**src/rtl/fx3_dp_sched_if.sv**
```systemverilog
// Handshake bundle between the FX3 data-port scheduler and the per-port output FSMs.
// master = scheduler side, slave = port FSMs / GPIF pin mux side.
interface fx3_dp_sched_if #(
  parameter int N_PORTS = 3
);
  logic               en_i;
  logic [N_PORTS-1:0] req_i;
  logic [N_PORTS-1:0] done_i;
  logic [N_PORTS-1:0] strt_o;
  logic [1:0]         fifo_addr_o;
  logic [1:0]         sel_o;
  logic               bus_own_o;
  logic               busy_o;
  logic               wdog_err_o;
  logic [15:0]        xfer_cnt_o;

  modport master (
    input  en_i, req_i, done_i,
    output strt_o, fifo_addr_o, sel_o, bus_own_o, busy_o, wdog_err_o, xfer_cnt_o
  );

  modport slave (
    output en_i, req_i, done_i,
    input  strt_o, fifo_addr_o, sel_o, bus_own_o, busy_o, wdog_err_o, xfer_cnt_o
  );
endinterface

```
**src/rtl/fx3_dp_sched.sv**
```systemverilog
// Round-robin owner of the FX3 GPIF-II slave-FIFO bus for up to four output data ports.
// Grants one port at a time: address setup, start pulse, wait for done (with watchdog), release.
module fx3_dp_sched #(
  parameter int          N_PORTS   = 3,
  parameter logic [1:0]  ADDR_BASE = 2'd1,
  parameter logic [3:0]  TURN_CYC  = 4'd2,
  parameter logic [15:0] WDOG_CYC  = 16'd4096,
  parameter logic [15:0] CNT_INIT  = 16'd0
) (
  input  logic            clk_i,
  input  logic            rst_i,
  fx3_dp_sched_if.master  bus
);

  typedef enum logic [2:0] {
    IDLE       = 3'd0,
    ADDR_SETUP = 3'd1,
    START      = 3'd2,
    WAIT_DONE  = 3'd3,
    RELEASE    = 3'd4
  } state_t;

  localparam logic [3:0]  SETUP_LAST = TURN_CYC - 4'd1;
  localparam logic [15:0] WDOG_LAST  = WDOG_CYC - 16'd1;
  localparam logic [1:0]  PORT_LAST  = 2'(N_PORTS - 1);

  state_t      state;
  logic [1:0]  rr_ptr;
  logic [3:0]  setup_cnt;
  logic [15:0] wdog_cnt;
  logic        pick_vld;
  logic [1:0]  pick_idx;
  logic        gnt_done;

  // First requesting port at or after ptr, wrapping modulo N_PORTS; MSB flags "found".
  function automatic logic [2:0] rr_pick(input logic [N_PORTS-1:0] req, input logic [1:0] ptr);
    logic [2:0] res;
    logic [1:0] idx;
    res = 3'b000;
    for (int i = N_PORTS - 1; i >= 0; i--) begin
      idx = 2'((int'(ptr) + i) % N_PORTS);
      if (req[idx]) res = {1'b1, idx};
    end
    return res;
  endfunction

  function automatic logic [1:0] next_port(input logic [1:0] p);
    return (p == PORT_LAST) ? 2'd0 : p + 2'd1;
  endfunction

  function automatic logic [N_PORTS-1:0] onehot(input logic [1:0] p);
    logic [N_PORTS-1:0] v;
    v = '0;
    v[p] = 1'b1;
    return v;
  endfunction

  always_comb begin
    {pick_vld, pick_idx} = rr_pick(bus.req_i, rr_ptr);
    gnt_done             = bus.done_i[bus.sel_o];
  end

  always_ff @(posedge clk_i or posedge rst_i) begin
    if (rst_i) begin
      state           <= IDLE;
      rr_ptr          <= 2'd0;
      setup_cnt       <= 4'd0;
      wdog_cnt        <= 16'd0;
      bus.strt_o      <= '0;
      bus.fifo_addr_o <= ADDR_BASE;
      bus.sel_o       <= 2'd0;
      bus.bus_own_o   <= 1'b0;
      bus.busy_o      <= 1'b0;
      bus.wdog_err_o  <= 1'b0;
      bus.xfer_cnt_o  <= CNT_INIT;
    end else begin
      bus.strt_o <= '0;
      case (state)
        IDLE: begin
          if (bus.en_i && pick_vld) begin
            bus.sel_o       <= pick_idx;
            bus.fifo_addr_o <= ADDR_BASE + pick_idx;
            bus.bus_own_o   <= 1'b1;
            bus.busy_o      <= 1'b1;
            setup_cnt       <= 4'd0;
            state           <= ADDR_SETUP;
          end
        end
        // Address is already on the pins; hold it TURN_CYC cycles before START.
        ADDR_SETUP: begin
          if (setup_cnt == SETUP_LAST) state <= START;
          else                          setup_cnt <= setup_cnt + 4'd1;
        end
        START: begin
          bus.strt_o <= onehot(bus.sel_o);
          wdog_cnt   <= 16'd0;
          state      <= WAIT_DONE;
        end
        // A done arriving on the watchdog's last cycle wins over the abort.
        WAIT_DONE: begin
          if (gnt_done) begin
            bus.xfer_cnt_o <= bus.xfer_cnt_o + 16'd1;
            rr_ptr         <= next_port(bus.sel_o);
            bus.bus_own_o  <= 1'b0;
            state          <= RELEASE;
          end else if (wdog_cnt == WDOG_LAST) begin
            bus.wdog_err_o <= 1'b1;
            rr_ptr         <= next_port(bus.sel_o);
            bus.bus_own_o  <= 1'b0;
            state          <= RELEASE;
          end else begin
            wdog_cnt <= wdog_cnt + 16'd1;
          end
        end
        RELEASE: begin
          bus.busy_o <= 1'b0;
          state      <= IDLE;
        end
        default: begin
          bus.busy_o    <= 1'b0;
          bus.bus_own_o <= 1'b0;
          state         <= IDLE;
        end
      endcase
    end
  end

endmodule
```
**src/flat_wrapper.sv**
```systemverilog
// flat-port wrapper written by rule: the top's interface ports become plain ports
module fx3_dp_sched_flat 
#(
  parameter int          N_PORTS   = 3,
  parameter logic [1:0]  ADDR_BASE = 2'd1,
  parameter logic [3:0]  TURN_CYC  = 4'd2,
  parameter logic [15:0] WDOG_CYC  = 16'd4096,
  parameter logic [15:0] CNT_INIT  = 16'd0
)
  (clk_i, rst_i, bus_en_i, bus_req_i, bus_done_i, bus_strt_o, bus_fifo_addr_o, bus_sel_o, bus_bus_own_o, bus_busy_o, bus_wdog_err_o, bus_xfer_cnt_o);
  fx3_dp_sched_if #(.N_PORTS(N_PORTS)) bus_i ();
  input  logic clk_i;
  input  logic rst_i;
  input wire logic [$bits(bus_i.en_i)-1:0] bus_en_i;
  input wire logic [$bits(bus_i.req_i)-1:0] bus_req_i;
  input wire logic [$bits(bus_i.done_i)-1:0] bus_done_i;
  output wire logic [$bits(bus_i.strt_o)-1:0] bus_strt_o;
  output wire logic [$bits(bus_i.fifo_addr_o)-1:0] bus_fifo_addr_o;
  output wire logic [$bits(bus_i.sel_o)-1:0] bus_sel_o;
  output wire logic [$bits(bus_i.bus_own_o)-1:0] bus_bus_own_o;
  output wire logic [$bits(bus_i.busy_o)-1:0] bus_busy_o;
  output wire logic [$bits(bus_i.wdog_err_o)-1:0] bus_wdog_err_o;
  output wire logic [$bits(bus_i.xfer_cnt_o)-1:0] bus_xfer_cnt_o;
  assign bus_i.en_i = bus_en_i;
  assign bus_i.req_i = bus_req_i;
  assign bus_i.done_i = bus_done_i;
  assign bus_strt_o = bus_i.strt_o;
  assign bus_fifo_addr_o = bus_i.fifo_addr_o;
  assign bus_sel_o = bus_i.sel_o;
  assign bus_bus_own_o = bus_i.bus_own_o;
  assign bus_busy_o = bus_i.busy_o;
  assign bus_wdog_err_o = bus_i.wdog_err_o;
  assign bus_xfer_cnt_o = bus_i.xfer_cnt_o;
  fx3_dp_sched #(.N_PORTS(N_PORTS), .ADDR_BASE(ADDR_BASE), .TURN_CYC(TURN_CYC), .WDOG_CYC(WDOG_CYC), .CNT_INIT(CNT_INIT)) u_core (.clk_i(clk_i), .rst_i(rst_i), .bus(bus_i));
endmodule
```
**config.mk**
```make
export PLATFORM = sky130hd
export DESIGN_NAME = fx3_dp_sched_flat
export DESIGN_NICKNAME = d
export VERILOG_FILES = /design/src/rtl/fx3_dp_sched_if.sv /design/src/rtl/fx3_dp_sched.sv /design/src/flat_wrapper.sv
export SDC_FILE = /design/constraint.sdc
export NUM_CORES = 1
export LEC_CHECK = 0
export ABC_AREA = 0
export CORE_MARGIN = 3
export CORE_UTILIZATION = 57
export DETAILED_ROUTE_END_ITERATION = 8
export DONT_BUFFER_PORTS = 1
export PLACE_DENSITY = 0.73
export SLEW_MARGIN = 20
export SYNTH_ARGS = -nofsm -noshare
export SYNTH_HDL_FRONTEND = slang
export SYNTH_SLANG_ARGS = --single-unit
```
**constraint.sdc**
```tcl
create_clock -name clk_i -period 1.9 [get_ports clk_i]
set_input_delay 0 -clock clk_i [delete_from_list [all_inputs] [get_ports clk_i]]
set_output_delay 0 -clock clk_i [all_outputs]
set_load 0.005 [all_outputs]
```
==> metrics.txt <==
status finished clean; worst-margin pin slew 538 ps; Final Cell Area 3640 µm²; Die ar. 6040 µm²; LEAKAGE 1.63 nW; Worst Setup Start Kind flop; worst hold path type primary input to flop; via/cell ratio 5.97; Netlist Area Pre-Place 2930 µm²; Netlist cell types 69; max-slew violation count 0; share of cells above drive strength 1 0.315; first-pass GRT wire length 11100 µm; initial antenna violation count 0; PortBufs 0; clock period minus worst slack 1900 ps; area grow syn2layout 23.9%; Clock Sinks 51; CP Class flop to flop; Worst Skew 5.38 ps; Psw 1.99 mW; Setup Viol. Count Final 0; fraction of registers with async set/reset 1.00; Req. time, crit path 2080 ps; Site Rows 25; cell area power density 1340 nW/µm²; max cap viols 0; Placed Area 3310 µm²; most frequent CP cell buf_4; root buffer cell clkbuf_8; dpl hpwl 4490 µm; flip-flop and latch count after synthesis 51; GRT Overall Usage 0.227; most frequent cells in the layout buf_4 (48), dfrtp_1 (48), nand2_1 (27); Detail Route Antenna Nets 0; Fill cells 307; combinational power share 0.526; vias in the first global route 2364; Max-slew headroom 0.640; largest net degree at the start of global routing 27; Post-Place Setup Slack -79.4 ps; total CTS buffers 5; IO Count 35; CTS tree done; DR WL/cell 17.2 µm; element type at the critical path end flop; Switching Share 0.407; core box area 4850 µm²; clock share of power 0.128; ANT cells 0; maximum fanout along the worst path 4; Post-Route WL 6950 µm; FMAX 0.527 GHz; Die H 77.7 µm; Max IR drop VDD 0.000863 V; Sequential Power Share 0.346; Die Width 77.7 µm; Ys Warns 0; Clock Tree Buf Depth 2; number of synthesized flops with an enable pin 0; Seq/Total Area, Yosys 0.435; initial DRC count 170; Critical Path Max Stage Delay 460 ps; slowest CP cell dfrtp_2; First-pass DRT Iterations 4; final std cells w/o fill 404; placed cells 385; Arr. time, crit path 2080 ps; syn_nets 308; RePlAce Congestion 0.818; Hold Fails Final Rpt 0; via count 2412; Initial Util 0.605; final worst-path cycle share 0.999; setup_tns 0 ps; cells along the critical path ha_4 > mux2i_4 > buf_4 > buf_4 > buf_4 > o221ai_2 > o21ai_1 > mux2_4; Mean Syn Cell Area 10.1 µm²; Post-layout nets 354; Worst-Skew Late Latency 290 ps; Clock transition at path regs 90 ps; Residual DRC 0; final core occ 0.750; H-tree levels 2; ys flop type dfrtp_1; grt total ovfl 0; Cells after Synth 291; RSZ-0062 raised after global routing true; post-route setup slack 1.29 ps; Int Pwr 2.89 mW
==> path summary, 6_finish.rpt <==
path / slack (ps) / startpoint / depth (start not counted) / end
min in group asynchronous: 200 / rst_i / 2 / u_core.bus.xfer_cnt_o[11]$_DFFE_PP0P_
max reg2reg: 1 / u_core.rr_ptr[0]$_DFFE_PP0P_ / 8 / u_core.bus.sel_o[1]$_DFFE_PP0P_
max: 1 / u_core.rr_ptr[0]$_DFFE_PP0P_ / 8 / u_core.bus.sel_o[1]$_DFFE_PP0P_
max in group asynchronous: 980 / rst_i / 3 / u_core.bus.xfer_cnt_o[3]$_DFFE_PP0P_
min reg2reg: 470 / u_core.bus.fifo_addr_o[0]$_DFFE_PP1P_ / 2 / u_core.bus.fifo_addr_o[0]$_DFFE_PP1P_
min: 30 / bus_done_i[2] / 3 / u_core.wdog_cnt[12]$_DFFE_PP0P_
==> power by group through the flow <==
| stage | registers, mW | clock network [mW] | logic [mW] |
|---|---|---|---|
| 6_report | 1.69 | 0.625 | 2.56 |
| 5_1_grt | 1.73 | 0.690 | 2.80 |
| 4_1_cts | 1.67 | 0.637 | 2.30 |
| 3_5_place_dp | 1.68 | 0 | 2.17 |
| 3_3_place_gp | 1.68 | 0 | 2.10 |
| 2_1_floorplan | 1.63 | 0 | 1.46 |
==> logic make-up after synthesis <==
kind of cell	Yosys count	synth area share
AOI/OAI and AO/OA	56	0.156
adders and majority gates	8	0.0341
xor gates and xnor gates	18	0.0563
DFF	51	0.435
muxes	10	0.0384
and+or+nand+nor	122	0.242
buffers and inverters	26	0.0384
==> Yosys cell counts (all sizes together) (5+ instances only) <==
library cell / count / area, µm²
a21oi: 6 / 30.0
a22o: 6 / 52.6
a31oi: 5 / 31.3
and2: 5 / 31.3
buf: 9 / 48.8
clkbuf: 7 / 26.3
dfrtp: 50 / 1250
ha: 8 / 100
inv: 10 / 37.5
mux2: 7 / 78.8
nand2: 28 / 105
nand2b: 6 / 52.6
nand3: 16 / 80.1
nand4: 8 / 56.3
nor2: 21 / 83.8
nor2b: 5 / 31.3
nor3: 7 / 40.0
o21ai: 12 / 71.3
xnor2: 14 / 130
==> layer usage <==
| layer | wire length (µm) | track usage | part of all wire | up-vias |
|---|---|---|---|---|
| met5 | 0 | 0 | 0 | - |
| met4 | 105 | 0.0463 | 0.015 | 0 |
| met3 | 403 | 0.0638 | 0.058 | 13 |
| met2 | 3560 | 0.408 | 0.51 | 78 |
| met1 | 2890 | 0.270 | 0.42 | 1191 |
| li1 | - | - | - | 1130 |
==> final cells by class <==
cell class                 instances  area [µm²]  share of cell area
clock buffer                       6        82.6              0.0227
clock inverter                     1        5.00             0.00138
inverter                          10        37.5              0.0103
multi-input combinational        214        1690               0.466
sequential                        51        1280               0.352
tap                               67        83.8              0.0231
timing repair buffer              55         454               0.125
==> stage by stage <==
step,power (mW),hold WS (ps)
floorplan,3.09,142
global placement,3.77,-37.8
detailed placement,3.86,-35.3
CTS,4.60,23.2
global route,5.21,25.3
finish,4.88,25.8
==> state kept, by name (all words and copies together) (netlist names) <==
name                    count
u_core.bus.xfer_cnt_o      16
u_core.bus.wdog_err_o       1
u_core.state                3
u_core.bus.strt_o           3
u_core.rr_ptr               2
u_core.bus.busy_o           1
u_core.wdog_cnt            16
u_core.bus.fifo_addr_o      2
u_core.setup_cnt            4
u_core.bus.bus_own_o        1
u_core.bus.sel_o            2
==> critical path: cells and delay by family, from the launching register on <==
kind                     cells  cell delay, ps
multiplexers                 2             470
flip-flops                   1             460
buffers and inverters        3             380
AO/OA/AOI/OAI                2             290
adder cells (fa/ha/maj)      1             190
==> what timing repair did <==
item,4_1_cts,5_1_grt
gates resized for setup,9,23
hold endpoints to repair,27,0
pin swaps,1,11
setup buffers,4,6
setup endpoints to repair,11,19
hold buffers,2,0
No activity file was read; power rests on OpenSTA's default activity.
